### src/rtl/hazard_if.sv
// Pipeline-to-hazard-unit signal bundle: ID/EX hazard sources in, stall/flush/bubble controls out.
interface hazard_if;
    logic [4:0] id_rs1_addr_i;
    logic [4:0] id_rs2_addr_i;
    logic       id_uses_rs1_i;
    logic       id_uses_rs2_i;
    logic [4:0] ex_rd_addr_i;
    logic       ex_mem_read_i;
    logic       ex_redirect_i;
    logic       ex_muldiv_i;
    logic       ex_is_div_i;
    logic       pc_stall_o;
    logic       if_id_stall_o;
    logic       if_id_flush_o;
    logic       id_ex_bubble_o;
    logic       id_ex_flush_en_o;
    logic       id_ex_stall_o;
    logic       ex_mem_bubble_o;
    logic       muldiv_busy_o;
    logic       muldiv_done_o;

    modport master (
        output id_rs1_addr_i, id_rs2_addr_i, id_uses_rs1_i, id_uses_rs2_i,
               ex_rd_addr_i, ex_mem_read_i, ex_redirect_i, ex_muldiv_i, ex_is_div_i,
        input  pc_stall_o, if_id_stall_o, if_id_flush_o, id_ex_bubble_o, id_ex_flush_en_o,
               id_ex_stall_o, ex_mem_bubble_o, muldiv_busy_o, muldiv_done_o
    );

    modport slave (
        input  id_rs1_addr_i, id_rs2_addr_i, id_uses_rs1_i, id_uses_rs2_i,
               ex_rd_addr_i, ex_mem_read_i, ex_redirect_i, ex_muldiv_i, ex_is_div_i,
        output pc_stall_o, if_id_stall_o, if_id_flush_o, id_ex_bubble_o, id_ex_flush_en_o,
               id_ex_stall_o, ex_mem_bubble_o, muldiv_busy_o, muldiv_done_o
    );
endinterface

### src/rtl/hazard_unit.sv
// Pipeline hazard unit: load-use stall, redirect flush, multi-cycle mul/div stall sequencing
// and saturating performance counters.
module hazard_unit #(
    parameter int MUL_LAT = 3,
    parameter int DIV_LAT = 34,
    parameter int CNT_W   = 16
) (
    input  logic             clk,
    input  logic             rst,
    hazard_if.slave          hz,
    output logic [CNT_W-1:0] load_use_cnt_o,
    output logic [CNT_W-1:0] flush_cnt_o,
    output logic [CNT_W-1:0] muldiv_stall_cnt_o
);

    typedef enum logic {IDLE = 1'b0, BUSY = 1'b1} state_t;

    localparam logic [6:0] MUL_L = 7'(MUL_LAT);
    localparam logic [6:0] DIV_L = 7'(DIV_LAT);

    state_t           state_q, state_d;
    logic [6:0]       cnt_q, cnt_d;
    logic [CNT_W-1:0] load_use_cnt_q, load_use_cnt_d;
    logic [CNT_W-1:0] flush_cnt_q, flush_cnt_d;
    logic [CNT_W-1:0] muldiv_stall_cnt_q, muldiv_stall_cnt_d;

    logic [6:0] lat;
    logic       start, load_use, stall_grp, done, redirect, bubble;

    always_comb begin
        lat       = hz.ex_is_div_i ? DIV_L : MUL_L;
        start     = (state_q == IDLE) && hz.ex_muldiv_i;
        load_use  = hz.ex_mem_read_i && (hz.ex_rd_addr_i != 5'd0) &&
                    ((hz.id_uses_rs1_i && (hz.id_rs1_addr_i == hz.ex_rd_addr_i)) ||
                     (hz.id_uses_rs2_i && (hz.id_rs2_addr_i == hz.ex_rd_addr_i)));
        // Reset gates every control output so a pipeline in reset sees no stalls or flushes.
        stall_grp = !rst && ((start && (lat > 7'd1)) ||
                             ((state_q == BUSY) && (cnt_q != 7'd1)));
        done      = !rst && ((start && (lat == 7'd1)) ||
                             ((state_q == BUSY) && (cnt_q == 7'd1)));
        redirect  = !rst && !stall_grp && hz.ex_redirect_i;
        bubble    = !rst && !stall_grp && !hz.ex_redirect_i && load_use;

        state_d = state_q;
        cnt_d   = cnt_q;
        case (state_q)
            IDLE: begin
                if (start && (lat > 7'd1)) begin
                    state_d = BUSY;
                    cnt_d   = lat - 7'd1;
                end
            end
            BUSY: begin
                if (cnt_q == 7'd1) begin
                    state_d = IDLE;
                    cnt_d   = 7'd0;
                end else begin
                    cnt_d = cnt_q - 7'd1;
                end
            end
            default: begin
                state_d = IDLE;
                cnt_d   = 7'd0;
            end
        endcase

        load_use_cnt_d     = load_use_cnt_q;
        flush_cnt_d        = flush_cnt_q;
        muldiv_stall_cnt_d = muldiv_stall_cnt_q;
        if (bubble && (load_use_cnt_q != '1))
            load_use_cnt_d = load_use_cnt_q + 1'b1;
        if (redirect && (flush_cnt_q != '1))
            flush_cnt_d = flush_cnt_q + 1'b1;
        if (stall_grp && (muldiv_stall_cnt_q != '1))
            muldiv_stall_cnt_d = muldiv_stall_cnt_q + 1'b1;
    end

    always_ff @(posedge clk) begin
        if (rst) begin
            state_q            <= IDLE;
            cnt_q              <= 7'd0;
            load_use_cnt_q     <= '0;
            flush_cnt_q        <= '0;
            muldiv_stall_cnt_q <= '0;
        end else begin
            state_q            <= state_d;
            cnt_q              <= cnt_d;
            load_use_cnt_q     <= load_use_cnt_d;
            flush_cnt_q        <= flush_cnt_d;
            muldiv_stall_cnt_q <= muldiv_stall_cnt_d;
        end
    end

    assign hz.pc_stall_o       = stall_grp || bubble;
    assign hz.if_id_stall_o    = stall_grp || bubble;
    assign hz.if_id_flush_o    = redirect;
    assign hz.id_ex_bubble_o   = bubble;
    assign hz.id_ex_flush_en_o = redirect;
    assign hz.id_ex_stall_o    = stall_grp;
    assign hz.ex_mem_bubble_o  = stall_grp;
    assign hz.muldiv_busy_o    = stall_grp;
    assign hz.muldiv_done_o    = done;

    assign load_use_cnt_o     = load_use_cnt_q;
    assign flush_cnt_o        = flush_cnt_q;
    assign muldiv_stall_cnt_o = muldiv_stall_cnt_q;

endmodule

### src/flat_wrapper.sv
// flat-port wrapper written by rule: the top's interface ports become plain ports
module hazard_unit_flat 
#(
    parameter int MUL_LAT = 3,
    parameter int DIV_LAT = 34,
    parameter int CNT_W   = 16
)
  (clk, rst, load_use_cnt_o, flush_cnt_o, muldiv_stall_cnt_o, hz_id_rs1_addr_i, hz_id_rs2_addr_i, hz_id_uses_rs1_i, hz_id_uses_rs2_i, hz_ex_rd_addr_i, hz_ex_mem_read_i, hz_ex_redirect_i, hz_ex_muldiv_i, hz_ex_is_div_i, hz_pc_stall_o, hz_if_id_stall_o, hz_if_id_flush_o, hz_id_ex_bubble_o, hz_id_ex_flush_en_o, hz_id_ex_stall_o, hz_ex_mem_bubble_o, hz_muldiv_busy_o, hz_muldiv_done_o);
  hazard_if hz_i ();
  input  logic clk;
  input  logic rst;
  output logic [CNT_W-1:0] load_use_cnt_o;
  output logic [CNT_W-1:0] flush_cnt_o;
  output logic [CNT_W-1:0] muldiv_stall_cnt_o;
  input wire logic [$bits(hz_i.id_rs1_addr_i)-1:0] hz_id_rs1_addr_i;
  input wire logic [$bits(hz_i.id_rs2_addr_i)-1:0] hz_id_rs2_addr_i;
  input wire logic [$bits(hz_i.id_uses_rs1_i)-1:0] hz_id_uses_rs1_i;
  input wire logic [$bits(hz_i.id_uses_rs2_i)-1:0] hz_id_uses_rs2_i;
  input wire logic [$bits(hz_i.ex_rd_addr_i)-1:0] hz_ex_rd_addr_i;
  input wire logic [$bits(hz_i.ex_mem_read_i)-1:0] hz_ex_mem_read_i;
  input wire logic [$bits(hz_i.ex_redirect_i)-1:0] hz_ex_redirect_i;
  input wire logic [$bits(hz_i.ex_muldiv_i)-1:0] hz_ex_muldiv_i;
  input wire logic [$bits(hz_i.ex_is_div_i)-1:0] hz_ex_is_div_i;
  output wire logic [$bits(hz_i.pc_stall_o)-1:0] hz_pc_stall_o;
  output wire logic [$bits(hz_i.if_id_stall_o)-1:0] hz_if_id_stall_o;
  output wire logic [$bits(hz_i.if_id_flush_o)-1:0] hz_if_id_flush_o;
  output wire logic [$bits(hz_i.id_ex_bubble_o)-1:0] hz_id_ex_bubble_o;
  output wire logic [$bits(hz_i.id_ex_flush_en_o)-1:0] hz_id_ex_flush_en_o;
  output wire logic [$bits(hz_i.id_ex_stall_o)-1:0] hz_id_ex_stall_o;
  output wire logic [$bits(hz_i.ex_mem_bubble_o)-1:0] hz_ex_mem_bubble_o;
  output wire logic [$bits(hz_i.muldiv_busy_o)-1:0] hz_muldiv_busy_o;
  output wire logic [$bits(hz_i.muldiv_done_o)-1:0] hz_muldiv_done_o;
  assign hz_i.id_rs1_addr_i = hz_id_rs1_addr_i;
  assign hz_i.id_rs2_addr_i = hz_id_rs2_addr_i;
  assign hz_i.id_uses_rs1_i = hz_id_uses_rs1_i;
  assign hz_i.id_uses_rs2_i = hz_id_uses_rs2_i;
  assign hz_i.ex_rd_addr_i = hz_ex_rd_addr_i;
  assign hz_i.ex_mem_read_i = hz_ex_mem_read_i;
  assign hz_i.ex_redirect_i = hz_ex_redirect_i;
  assign hz_i.ex_muldiv_i = hz_ex_muldiv_i;
  assign hz_i.ex_is_div_i = hz_ex_is_div_i;
  assign hz_pc_stall_o = hz_i.pc_stall_o;
  assign hz_if_id_stall_o = hz_i.if_id_stall_o;
  assign hz_if_id_flush_o = hz_i.if_id_flush_o;
  assign hz_id_ex_bubble_o = hz_i.id_ex_bubble_o;
  assign hz_id_ex_flush_en_o = hz_i.id_ex_flush_en_o;
  assign hz_id_ex_stall_o = hz_i.id_ex_stall_o;
  assign hz_ex_mem_bubble_o = hz_i.ex_mem_bubble_o;
  assign hz_muldiv_busy_o = hz_i.muldiv_busy_o;
  assign hz_muldiv_done_o = hz_i.muldiv_done_o;
  hazard_unit #(.MUL_LAT(MUL_LAT), .DIV_LAT(DIV_LAT), .CNT_W(CNT_W)) u_core (.clk(clk), .rst(rst), .hz(hz_i), .load_use_cnt_o(load_use_cnt_o), .flush_cnt_o(flush_cnt_o), .muldiv_stall_cnt_o(muldiv_stall_cnt_o));
endmodule
### config.mk
export PLATFORM = sky130hd
export DESIGN_NAME = hazard_unit_flat
export DESIGN_NICKNAME = d
export VERILOG_FILES = /design/src/rtl/hazard_if.sv /design/src/rtl/hazard_unit.sv /design/src/flat_wrapper.sv
export SDC_FILE = /design/constraint.sdc
export NUM_CORES = 1
export LEC_CHECK = 0
export BUFFER_PORTS_ARGS = -buffer_cell sky130_fd_sc_hd__buf_2
export CORE_MARGIN = 2
export CORE_UTILIZATION = 38
export CTS_CLUSTER_SIZE = 12
export DETAILED_ROUTE_END_ITERATION = 10
export HOLD_SLACK_MARGIN = 0.12
export PLACE_DENSITY_LB_ADDON = 0.12
export SLEW_MARGIN = 40
export SYNTH_ARGS = -nofsm -noshare
export SYNTH_HDL_FRONTEND = slang
export SYNTH_SLANG_ARGS = --single-unit
### constraint.sdc
create_clock -name clk -period 4.74 [get_ports clk]
set_input_delay 0.948 -clock clk [delete_from_list [all_inputs] [get_ports clk]]
set_output_delay 0.948 -clock clk [all_outputs]
set_load 0.02 [all_outputs]
### After elaboration in Yosys (flattened, before gate mapping)

Cells that the tools add are included.

* bits in registers: 56
* word-level logic and storage cells: 54

* equality and inequality tests: 9
* bitwise operators: 1
* $lt $le $gt $ge: 1
* $add $sub $neg: 5
* reduce and logical (&&, ||, !) cells: 26
* multiplexer cells: 7

Operator list (count)
* $add 16x1->16 const B: 3
* $ne 16x16->1 const B: 3
* $logic_and 1x1->1: 18
* $eq 7x1->1 const B: 2
* $mux 7: 2
* $pmux 7 s2: 1
* $sub 7x1->7 const B: 2
* $eq 5x5->1: 2
* $gt 7x1->1 const B: 1
* $ne 7x1->1 const B: 1
* $mux 6: 1
* $reduce_bool 5->1: 1
* $logic_or 1x1->1: 4
* $logic_not 1->1: 3
* $mux 1: 2
* $ne 2x2->1 const B: 1
* $pmux 1 s2: 1
* $not 1->1: 1

### Longest topological paths before layout

Gate-level depths: netlist of the first run.

* depth in word-level cells: 10
* depth in mapped cells: 10
* gate-level depth less buffers: 8

### Worst setup path after synthesis of the first run

OpenSTA, ideal clock, no wires.

* path type: input-to-output
* from: input hz_ex_rd_addr_i[0]
* to: output hz_pc_stall_o
* stages on the path: 6
* setup slack: 1444 ps
* arrival: 2348 ps
* cell sequence: or4_1 o211ai_2 nor2_4 nand2_1 o21ai_0 buf_4

* longest elaborated chain between the ends: 6

RTL lines
* from (decl): line flat_wrapper.sv:19 `input wire logic [$bits(hz_i.ex_rd_addr_i)-1:0] hz_ex_rd_addr_i;`
* $eq 5x5->1 (on tied branches): line hazard_unit.sv:34, hazard_unit.sv:35
* $logic_and 1x1->1 (on tied branches): line hazard_unit.sv:34, hazard_unit.sv:35
* $logic_or 1x1->1: line hazard_unit.sv:34 `((hz.id_uses_rs1_i && (hz.id_rs1_addr_i == hz.ex_rd_addr_i)) ||`
* $logic_and 1x1->1 *: line hazard_unit.sv:33 `load_use = hz.ex_mem_read_i && (hz.ex_rd_addr_i != 5'd0) &&`
* $logic_and 1x1->1 *: line hazard_unit.sv:42 `bubble = !rst && !stall_grp && !hz.ex_redirect_i && load_use;`
* $logic_or 1x1->1 *
* to (decl): line flat_wrapper.sv:24 `output wire logic [$bits(hz_i.pc_stall_o)-1:0] hz_pc_stall_o;`

Every way passes the cells marked *; elsewhere a longest branch is shown, timed or not.

### Final worst setup path of the first run

* from: input hz_ex_rd_addr_i[0]
* to: output hz_pc_stall_o

* longest elaborated chain between the ends: 6

RTL lines
* $eq 5x5->1 (on tied branches): line hazard_unit.sv:34, hazard_unit.sv:35
* $logic_and 1x1->1 (on tied branches): line hazard_unit.sv:34, hazard_unit.sv:35
* $logic_or 1x1->1: line hazard_unit.sv:34
* $logic_and 1x1->1 *: line hazard_unit.sv:33
* $logic_and 1x1->1 *: line hazard_unit.sv:42
* $logic_or 1x1->1 *: line hazard_unit.sv:94 `assign hz.pc_stall_o = stall_grp || bubble;`

Marked as above.

==> metrics.sh, run 1 <==
INITIAL_CORE_UTIL=0.385
NETLIST.AREA_LEADER.SHARE=0.383
POST-SYNTH-TOP-COUNT-CELL='sky130_fd_sc_hd__dfxtp_1'
STD_CELL_ROWS=32
POSTSYNTH.ASYNCRESETSHARE=0
TIMING.SLEW.HEADROOM=0.518
SYNTH_WARNINGS=0
WORSTSETUPENDPOINTTYPE='output port'
DRT-WIRELENGTH-PER-CELL_UM=12.6
CTS_RESIZED=0
FINAL.SETUP.TNS_NS=0
WORSTPATHREQUIRED_NS=3.79
TRITONCTS='built'
CLKSINKCOUNT=56
GRT_PASS1_WL_UM=11100
GRTUSAGEMET1=0.215
POST_ROUTE_WL_UM=6500
CLOCK_INPUT_TRANSITION_AT_THE_SEQUENTIAL_CELLS_OF_THE_WORST_SETUP_AND_HOLD_PATHS_NS=0.11
POST_SYNTH_INST_COUNT=339
CLOCK-ROOT-BUFFER='sky130_fd_sc_hd__clkbuf_8'
POST_LAYOUT_NONFILLER_INSTANCES=514
DETAIL-ROUTE-ANTENNA-NETS=0
CP_MAX_FO=4
WORSTHOLDPATHTYPE='reg -> reg'
VDD.IR_DROP.WORST_mV=0.115
YOSYS_MOST_USED_DFF='sky130_fd_sc_hd__dfxtp_1'
GRT_PASS1_VIAS=2386
CRITPATHARRIVALTIME_NS=2.33
REPORT.FINAL.SLEW_VIOL_COUNT=0
CTS_BUFFERS=5
CTS_HOLD_REPAIR.BUFFERS=0
ANTENNA_VIOLATIONS_BEFORE_REPAIR=0
LAYOUT_WORST_PATH_CYCLE_SHARE=0.692
SYNTH.TOP_CELLS.BY_AREA='sky130_fd_sc_hd__dfxtp_1 38%, sky130_fd_sc_hd__xor2_1 6.0%, sky130_fd_sc_hd__xnor2_1 5.7%'
WORST_SLEW_PIN_SLEW_NS=0.723
PLACE.GP.CONGESTION=0.811
CELLPOWERDENSITY_mW_PER_MM2=265
CTS_SETUP_BUFFERS=0
CATEGORY_OF_THE_MOST_CRITICAL_SETUP_PATH='in -> out'
DRT_ITER0_DRC=75
DIE_X_UM=91.8
HTREE_LEVELS=2
HOLD_VIOLATIONS=0
FINALWORSTPATHREQUIREDPERIOD_NS=3.28
PLACEDINSTANCEAREA_SQ_MM=0.00338
SYN_AVG_CELL_AREA_SQ_UM=8.64
FINALPOWER_uW=925
CLOCKBUFFERDEPTH=2
TIMING.FMAX_MHz=305
FP.COREAREA_SQ_MM=0.00761
MAXIMUM_CLOCK_SKEW_AT_FINAL_LAYOUT_NS=0.00597
GRT_SETUP_UNREPAIRED='no'
SYNTH.FF_LATCH_COUNT=56
NETLIST-CELL-TYPE-COUNT=53
GR-USAGE-ALL-LAYERS=0.157
POWER_LEAKAGE_uW=0.00139
SYNTHTOPCELLSBYCOUNT='56 x sky130_fd_sc_hd__dfxtp_1, 42 x sky130_fd_sc_hd__nor2_1, 25 x sky130_fd_sc_hd__nand2_1'
POST-PLACE-CELLS=506
MET3_USAGE=0.0279
STARTPOINT_TYPE='input pin'
ROUTED_VIAS=2606
SETUP_VIOL_COUNT_FINAL=0
HPWL_UM=4700
SYNTHESIS.AREA_SQ_MM=0.00293
NUMBER_OF_MAX_CAP_VIOLATIONS=0
GRT_START_MAX_NET_PINS=32
SYNTH_SEQ_AREA_SHARE=0.383
FILLERINSTANCES=806
DIE-HEIGHT_UM=91.8
BOUNDARYPINS=80
NNETSFINAL=439
VIASPERCELL=5.07
YOSYS.AREA.TOP_TYPE='sky130_fd_sc_hd__dfxtp_1'
GLOBAL_ROUTE.PEAK_USAGE_LAYER='met2'
FIRST_PASS_ITERATION_COUNT_OF_THE_DETAILED_ROUTER=4
FINAL_DESIGN_AREA_NO_FILL_SQ_MM=0.00349
NUMBER_OF_ENABLE_TYPE_REGISTER_CELLS_IN_THE_SYNTHESIZED_NETLIST=0
ANTENNA_CELLS=0
SYNTH.NET_COUNT=367
IO_BUFFER_COUNT=79
WORSTSKEWPAIRLATENCY_NS=0.31
OUTCOME='finished, final reports clean'
DRIVE_ABOVE_1_SHARE=0.257
GRT.MET2_USAGE=0.256
DIEAREA_SQ_MM=0.00842
SYN2LAYOUT_AREA_GROWTH_PCT=19.1
DRC=0
FIN_UTIL=0.458
GRT_OVERFLOW_TOTAL=0
-- worst max-delay path, stage by stage --
cell and delay [ns]:
sky130_fd_sc_hd__buf_2 0.12, sky130_fd_sc_hd__or4_1 0.54, sky130_fd_sc_hd__o211ai_2 0.21, sky130_fd_sc_hd__nor2_4 0.06, sky130_fd_sc_hd__nand2_1 0.11, sky130_fd_sc_hd__o21ai_0 0.13, sky130_fd_sc_hd__buf_2 0.21
-- state kept, by name (all words and copies together) (netlist names) --
| register | count |
|---|---|
| u_core.load_use_cnt_o | 16 |
| u_core.state_q | 1 |
| u_core.cnt_q | 7 |
| u_core.muldiv_stall_cnt_o | 16 |
| u_core.flush_cnt_o | 16 |
-- stage by stage --
stage	setup WS, ns	hold WS (ns)
finish	1.46	0.505
global route	1.34	0.535
CTS	1.45	0.506
detailed placement	1.45	0.489
global placement	1.49	0.487
floorplan	1.44	0.476
-- worst paths after layout --
check             depth (start not counted)                          from                            end  slack, ns
setup reg to reg                          7  u_core.muldiv_stall_cnt_o[0]  u_core.muldiv_stall_cnt_o[14]       2.43
hold reg to reg                           2     u_core.load_use_cnt_o[15]      u_core.load_use_cnt_o[15]       0.50
hold / removal                            2     u_core.load_use_cnt_o[15]      u_core.load_use_cnt_o[15]       0.50
setup / recovery                          7            hz_ex_rd_addr_i[0]                  hz_pc_stall_o       1.46
-- routing by layer --
layer	routed length, um	part of all wire
met1	3170	0.49
met2	2940	0.45
met3	332	0.051
met4	53	0.0082
met5	0	0
-- cells in the final DEF (no fill, tap or decap), types with 2 or more instances in the layout --
cell type and n:
sky130_fd_sc_hd__dfxtp_1 56, sky130_fd_sc_hd__o31ai_1 2, sky130_fd_sc_hd__and2_1 4, sky130_fd_sc_hd__o21ai_0 10, sky130_fd_sc_hd__a21oi_1 22, sky130_fd_sc_hd__clkbuf_8 5, sky130_fd_sc_hd__and4_1 3, sky130_fd_sc_hd__nand2_1 25
sky130_fd_sc_hd__o21ai_1 9, sky130_fd_sc_hd__nor3_2 7, sky130_fd_sc_hd__nor4_1 2, sky130_fd_sc_hd__nand4_1 20, sky130_fd_sc_hd__and3_1 7, sky130_fd_sc_hd__or4_1 3, sky130_fd_sc_hd__buf_2 79, sky130_fd_sc_hd__xnor2_1 19
sky130_fd_sc_hd__xor2_1 20, sky130_fd_sc_hd__o21a_1 2, sky130_fd_sc_hd__nand3_1 12, sky130_fd_sc_hd__ha_1 5, sky130_fd_sc_hd__a31oi_1 2, sky130_fd_sc_hd__inv_1 10, sky130_fd_sc_hd__nor2_1 42, sky130_fd_sc_hd__or3_1 15
-- power breakdown --
part / internal, uW / switching [uW] / leakage, uW
Combinational: 45.8 / 67.4 / 0.000883
Sequential: 480 / 15.9 / 0.000453
Clock: 157 / 158 / 0.0000552
-- logic make-up (layout without fill, tap and decap cells) --
logic type,count (synthesis),in the layout,synth area share
AND/OR/NAND/NOR,151,151,0.285
flip-flops,56,56,0.383
XOR/XNOR,39,39,0.117
buffers and inverters,25,98,0.0440
AO/OA/AOI/OAI,61,61,0.143
adder cells (fa/ha/maj),5,5,0.0214
multiplexers,2,2,0.00726
-- final cells by class --
cell class                 instances  area [sq um]  share of cell area
multi-input combinational        258          1690               0.485
sequential                        56          1120               0.322
timing repair buffer              80           403               0.116
tap                              102           128              0.0366
clock buffer                       6          72.6              0.0208
inverter                          10          37.5              0.0108
clock inverter                     2          35.0              0.0101
Power figures use the tool's default switching activity.
==> run 2, diff against run 1 <==
==> constraint.sdc (replaced) <==
create_clock -name clk -period 2.9 [get_ports clk]
set_input_delay 0.58 -clock clk [delete_from_list [all_inputs] [get_ports clk]]
set_output_delay 0.58 -clock clk [all_outputs]
set_load 0.02 [all_outputs]
==> metrics.sh, run 2 (same netlist as run 1, synthesis figures left out) <==
POST_ROUTE_WL_UM=6450
CTS_RESIZED=0
WORSTHOLDPATHTYPE='reg -> reg'
REPORT.FINAL.SLEW_VIOL_COUNT=0
ANTENNA_CELLS=0
NNETSFINAL=442
RRSETUPSLACK_NS=0.66
HOLD_VIOLATIONS=0
FILLERINSTANCES=780
TIMING.SLEW.HEADROOM=0.550
WORSTSETUPENDPOINTTYPE='output port'
FINAL_COMMON_CELL='sky130_fd_sc_hd__buf_2'
DIE-HEIGHT_UM=91.8
HTREE_LEVELS=2
TIMING.FMAX_MHz=387
SETUP_VIOL_COUNT_FINAL=0
CLKSINKCOUNT=56
STARTPOINT_TYPE='register'
GRT_START_MAX_NET_PINS=41
SEQCELLAREA_SQ_MM=0.00112
SHARE_CLK_OF_TOTAL_POWER=0.332
INITIAL_CORE_UTIL=0.385
GRT_OVERFLOW_TOTAL=0
HOLD_START='u_core.flush_cnt_o[14]'
CTS_BUFFERS=5
DIEAREA_SQ_MM=0.00842
NUMBER_OF_MAX_CAP_VIOLATIONS=0
WORSTSKEWPAIRLATENCY_NS=0.31
DIE_X_UM=91.8
CLOCKBUFFERDEPTH=2
FINAL.SETUP.TNS_NS=0
FINALWORSTPATHREQUIREDPERIOD_NS=2.58
ROUTED_VIAS=2639
DETAIL-ROUTE-ANTENNA-NETS=0
CTS_SETUP_BUFFERS=0
CP_MAX_FO=6
ANTENNA_VIOLATIONS_BEFORE_REPAIR=0
BOUNDARYPINS=80
SW_FRAC_OF_TOTAL=0.255
SYN2LAYOUT_AREA_GROWTH_PCT=19.1
OUTCOME='finished, final reports clean'
INTERNAL_POWER_uW=1110
GR-USAGE-ALL-LAYERS=0.154
DRIVE_ABOVE_1_SHARE=0.262
VIASPERCELL=5.12
CLOCK-ROOT-BUFFER='sky130_fd_sc_hd__clkbuf_8'
FP.COREAREA_SQ_MM=0.00761
STD_CELL_ROWS=32
FINAL_DESIGN_AREA_NO_FILL_SQ_MM=0.00349
LAYOUT_WORST_PATH_CYCLE_SHARE=0.890
CELLPOWERDENSITY_mW_PER_MM2=428
HOLDPATHEND='u_core.flush_cnt_o[14]'
WORST_SLEW_PIN_SLEW_NS=0.671
MULTIINPUTGATEAREA_SQ_MM=0.00168
DRT-WIRELENGTH-PER-CELL_UM=12.5
LAYOUT.CELLS.MOST_COMMON_LIST='79 x sky130_fd_sc_hd__buf_2, 56 x sky130_fd_sc_hd__dfxtp_1, 42 x sky130_fd_sc_hd__nor2_1, 25 x sky130_fd_sc_hd__nand2_1, 22 x sky130_fd_sc_hd__a21oi_1'
POWER_FRAC_SEQ=0.540
CTS_HOLD_REPAIR.BUFFERS=0
POWER_LEAKAGE_uW=0.00140
GRT_PASS1_WL_UM=10700
CRITICAL_PATH.REG2REG.STARTPOINT='u_core.cnt_q[1]'
PLACE.GP.CONGESTION=0.818
WORSTPATHREQUIRED_NS=2.32
HPWL_UM=4680
TRITONCTS='built'
GRT_PASS1_VIAS=2371
DRC=0
CRITPATHARRIVALTIME_NS=2.00
WORST_HOLD_PATH.NUM_CELLS=2
MAXIMUM_CLOCK_SKEW_AT_FINAL_LAYOUT_NS=0.00487
IO_BUFFER_COUNT=79
R2R.WORST_PATH.CELLS=8
PWR-SHARE-COMB=0.128
CLOCK_INPUT_TRANSITION_AT_THE_SEQUENTIAL_CELLS_OF_THE_WORST_SETUP_AND_HOLD_PATHS_NS=0.10
VDD.IR_DROP.WORST_mV=0.210
DRT_ITER0_DRC=60
FIRST_PASS_ITERATION_COUNT_OF_THE_DETAILED_ROUTER=4
TIMING.RR.END='u_core.load_use_cnt_o[15]'
GRT_SETUP_UNREPAIRED='no'
CATEGORY_OF_THE_MOST_CRITICAL_SETUP_PATH='reg -> out'
FINALPOWER_uW=1490
P_SWITCHING_uW=381
PLACEDINSTANCEAREA_SQ_MM=0.00339
-- run 2: layout make-up --
type / instances / share of cell area
clock inverters: 1 / 0.00861
multi-input cells: 258 / 0.481
clock buffers: 5 / 0.0197
inverters: 10 / 0.0108
flip-flops and latches: 56 / 0.321
well taps: 102 / 0.0366
repair buffers: 83 / 0.122
-- run 2: power by group through the flow --
stage	combinational, uW	sequential (uW)	clock (uW)
after floorplan	132	827	0
after global placement	192	825	0
after detailed placement	192	824	0
after CTS	193	806	523
after global routing	214	810	541
final	191	806	495
-- run 2: worst max path at each step --
stage | from | endpoint | slack [ns] | depth (start not counted)
2_1_floorplan | hz_ex_rd_addr_i[0] | hz_pc_stall_o | 0.34 | 6
3_3_place_gp | hz_ex_rd_addr_i[0] | hz_if_id_stall_o | 0.39 | 7
3_5_place_dp | hz_ex_rd_addr_i[0] | hz_if_id_stall_o | 0.35 | 7
4_1_cts | u_core.cnt_q[1] | hz_if_id_stall_o | 0.28 | 8
5_1_grt | u_core.cnt_q[1] | hz_pc_stall_o | 0.13 | 8
6_report | u_core.cnt_q[1] | hz_if_id_stall_o | 0.32 | 8
-- run 2: critical path, cell delays in order, from the launching register on --
cell	delay, ns
sky130_fd_sc_hd__dfxtp_1	0.34
sky130_fd_sc_hd__inv_1	0.07
sky130_fd_sc_hd__ha_1	0.14
sky130_fd_sc_hd__nor4b_4	0.30
sky130_fd_sc_hd__a31oi_4	0.21
sky130_fd_sc_hd__nor2_4	0.17
sky130_fd_sc_hd__nand2_1	0.10
sky130_fd_sc_hd__o21ai_0	0.14
sky130_fd_sc_hd__buf_2	0.22
-- run 2: stage by stage --
step	worst slack [ns]	std cells	hold WS, ns	utilization
after global placement	0.394	509	0.486	0.446
after detailed placement	0.350	509	0.491	0.446
final	0.319	515	0.508	0.459
after CTS	0.279	515	0.515	0.459
after global routing	0.129	515	0.531	0.459
after floorplan	0.340	339	0.476	-
-- run 2: layer usage --
metal,share of wire,GRT usage
met1,0.49,0.202
met3,0.047,0.0312
met2,0.45,0.256
met4,0.013,0.0448
met5,0,0
==> run 3, diff against run 2 <==
==> constraint.sdc (replaced) <==
create_clock -name clk -period 2.9 [get_ports clk]
set_input_delay 0.87 -clock clk [delete_from_list [all_inputs] [get_ports clk]]
set_output_delay 0.87 -clock clk [all_outputs]
set_load 0.02 [all_outputs]
==> metrics.sh, run 3 (same netlist as run 1, synthesis figures left out) <==
DRIVE_ABOVE_1_SHARE=0.290
NUMBER_OF_MAX_CAP_VIOLATIONS=0
SETUP_VIOL_COUNT_FINAL=2
FILLERINSTANCES=783
CATEGORY_OF_THE_MOST_CRITICAL_SETUP_PATH='in -> out'
IO_BUFFER_COUNT=79
R2R.WORST_PATH.CELLS=10
GRT_SETUP_UNREPAIRED='yes'
CTS_BUFFERS=5
HPWL_UM=4900
HTREE_LEVELS=2
WORST_HOLD_PATH.NUM_CELLS=2
MULTIINPUTGATEAREA_SQ_MM=0.00171
GR-USAGE-ALL-LAYERS=0.157
FINAL.SETUP.TNS_NS=-0.0472
ANTENNA_VIOLATIONS_BEFORE_REPAIR=0
CELLPOWERDENSITY_mW_PER_MM2=397
FINALWORSTPATHREQUIREDPERIOD_NS=2.92
WORSTHOLDPATHTYPE='reg -> reg'
DETAIL-ROUTE-ANTENNA-NETS=0
OUTCOME='complete, but fails checks'
TIMING.CRITICAL_PATH.MODE_CELL='sky130_fd_sc_hd__buf_6'
BOUNDARYPINS=80
GRT_START_MAX_NET_PINS=29
FINAL_COMMON_CELL='sky130_fd_sc_hd__buf_2'
INITIAL_CORE_UTIL=0.385
HOLD_VIOLATIONS=0
WORSTSETUPENDPOINTTYPE='output port'
CLOCKBUFFERDEPTH=2
CLOCK-ROOT-BUFFER='sky130_fd_sc_hd__clkbuf_8'
TIMING.SLEW.HEADROOM=0.562
DIE-HEIGHT_UM=91.8
LAYOUT_WORST_PATH_CYCLE_SHARE=1.01
CP_MAX_FO=3
WORST_SLEW_PIN_SLEW_NS=0.650
FIRST_PASS_ITERATION_COUNT_OF_THE_DETAILED_ROUTER=4
MAXIMUM_CLOCK_SKEW_AT_FINAL_LAYOUT_NS=0.00678
PLACEDINSTANCEAREA_SQ_MM=0.00347
PLACE.GP.CONGESTION=0.865
NNETSFINAL=452
WORST_SLACK_NS=-0.0236
REPORT.FINAL.SLEW_VIOL_COUNT=0
GRT_PASS1_VIAS=2396
VIASPERCELL=5.10
DIEAREA_SQ_MM=0.00842
DRC=0
CLKSINKCOUNT=56
GRT_OVERFLOW_TOTAL=0
STD_CELL_ROWS=32
SEQCELLAREA_SQ_MM=0.00112
FINAL.HOLD.WORST_SLACK_NS=0.504
MAX_STAGE_DELAY_NS=0.54
TIMING.CRITICAL_PATH.CELLS='buf_6 > or4_4 > o211ai_4 > nor2_4 > nand2_4 > o21ai_4 > buf_6'
GRT_PASS1_WL_UM=11000
FP.COREAREA_SQ_MM=0.00761
DRT_ITER0_DRC=61
SYN2LAYOUT_AREA_GROWTH_PCT=23.0
CLOCK_INPUT_TRANSITION_AT_THE_SEQUENTIAL_CELLS_OF_THE_WORST_SETUP_AND_HOLD_PATHS_NS=0.09
CRITPATHARRIVALTIME_NS=2.05
POST_ROUTE_WL_UM=6760
LAYOUT.CELLS.MOST_COMMON_LIST='75 x sky130_fd_sc_hd__buf_2, 56 x sky130_fd_sc_hd__dfxtp_1, 42 x sky130_fd_sc_hd__nor2_1, 24 x sky130_fd_sc_hd__nand2_1, 22 x sky130_fd_sc_hd__a21oi_1'
ROUTED_VIAS=2681
WORSTPATHREQUIRED_NS=2.03
WORSTSKEWPAIRLATENCY_NS=0.30
FINAL_DESIGN_AREA_NO_FILL_SQ_MM=0.00360
ANTENNA_CELLS=0
WORST_PATH_MAX_DELAY_CELL='sky130_fd_sc_hd__or4_4'
VIOLATIONS='setup timing'
POWER_LEAKAGE_uW=0.00146
DP_WORST_SETUP_SLACK_NS=-0.0907
VDD.IR_DROP.WORST_mV=0.189
TIMING.FMAX_MHz=342
DRT-WIRELENGTH-PER-CELL_UM=12.9
TRITONCTS='built'
STARTPOINT_TYPE='input pin'
DIE_X_UM=91.8
==> run 3: metal layers <==
metal | GRT usage | wire, um | vias to the layer above
li1 | - | - | 1362
met1 | 0.213 | 3260 | 1249
met2 | 0.249 | 3070 | 64
met3 | 0.0370 | 373 | 6
met4 | 0.0423 | 57 | 0
met5 | 0 | 0 | -
==> run 3: repair_timing <==
item / 4_1_cts / 5_1_grt
pin swaps: 4 / 0
setup endpoints to repair: 3 / 3
setup buffers: 1 / 0
hold buffers: 0 / 0
resized for setup: 8 / 3
==> run 3: critical path, delay by kind of cell <==
kind	cells	cell delay, ns
buf+inv	2	0.22
compound gates	2	0.26
simple gates	3	0.70
==> run 3: cell type report <==
type / instances / share of cell area
timing repair buffer: 93 / 0.146
clock buffer: 5 / 0.0191
sequential: 56 / 0.311
inverter: 10 / 0.0104
multi-input combinational: 258 / 0.474
tap: 102 / 0.0354
clock inverter: 2 / 0.00347
==> run 3: worst paths after layout <==
check                                 start                         to  slack (ns)
setup / recovery         hz_ex_rd_addr_i[3]           hz_if_id_stall_o       -0.02
hold reg to reg   u_core.load_use_cnt_o[15]  u_core.load_use_cnt_o[15]        0.50
hold / removal    u_core.load_use_cnt_o[15]  u_core.load_use_cnt_o[15]        0.50
setup reg to reg            u_core.cnt_q[1]   u_core.load_use_cnt_o[6]        0.63
==> run 3: report_power, final <==
part / switching, uW / internal (uW) / total, uW
clock network: 251 / 164 / 415
logic: 119 / 87.7 / 207
registers: 21.3 / 785 / 807
total: 392 / 1040 / 1430
==> run 3: metrics by stage <==
| stage | util | power [uW] | instances |
|---|---|---|---|
| floorplan | - | 962 | 339 |
| global placement | 0.456 | 1030 | 518 |
| detailed placement | 0.456 | 1020 | 518 |
| CTS | 0.472 | 1450 | 526 |
| global route | 0.474 | 1510 | 526 |
| finish | 0.474 | 1430 | 526 |
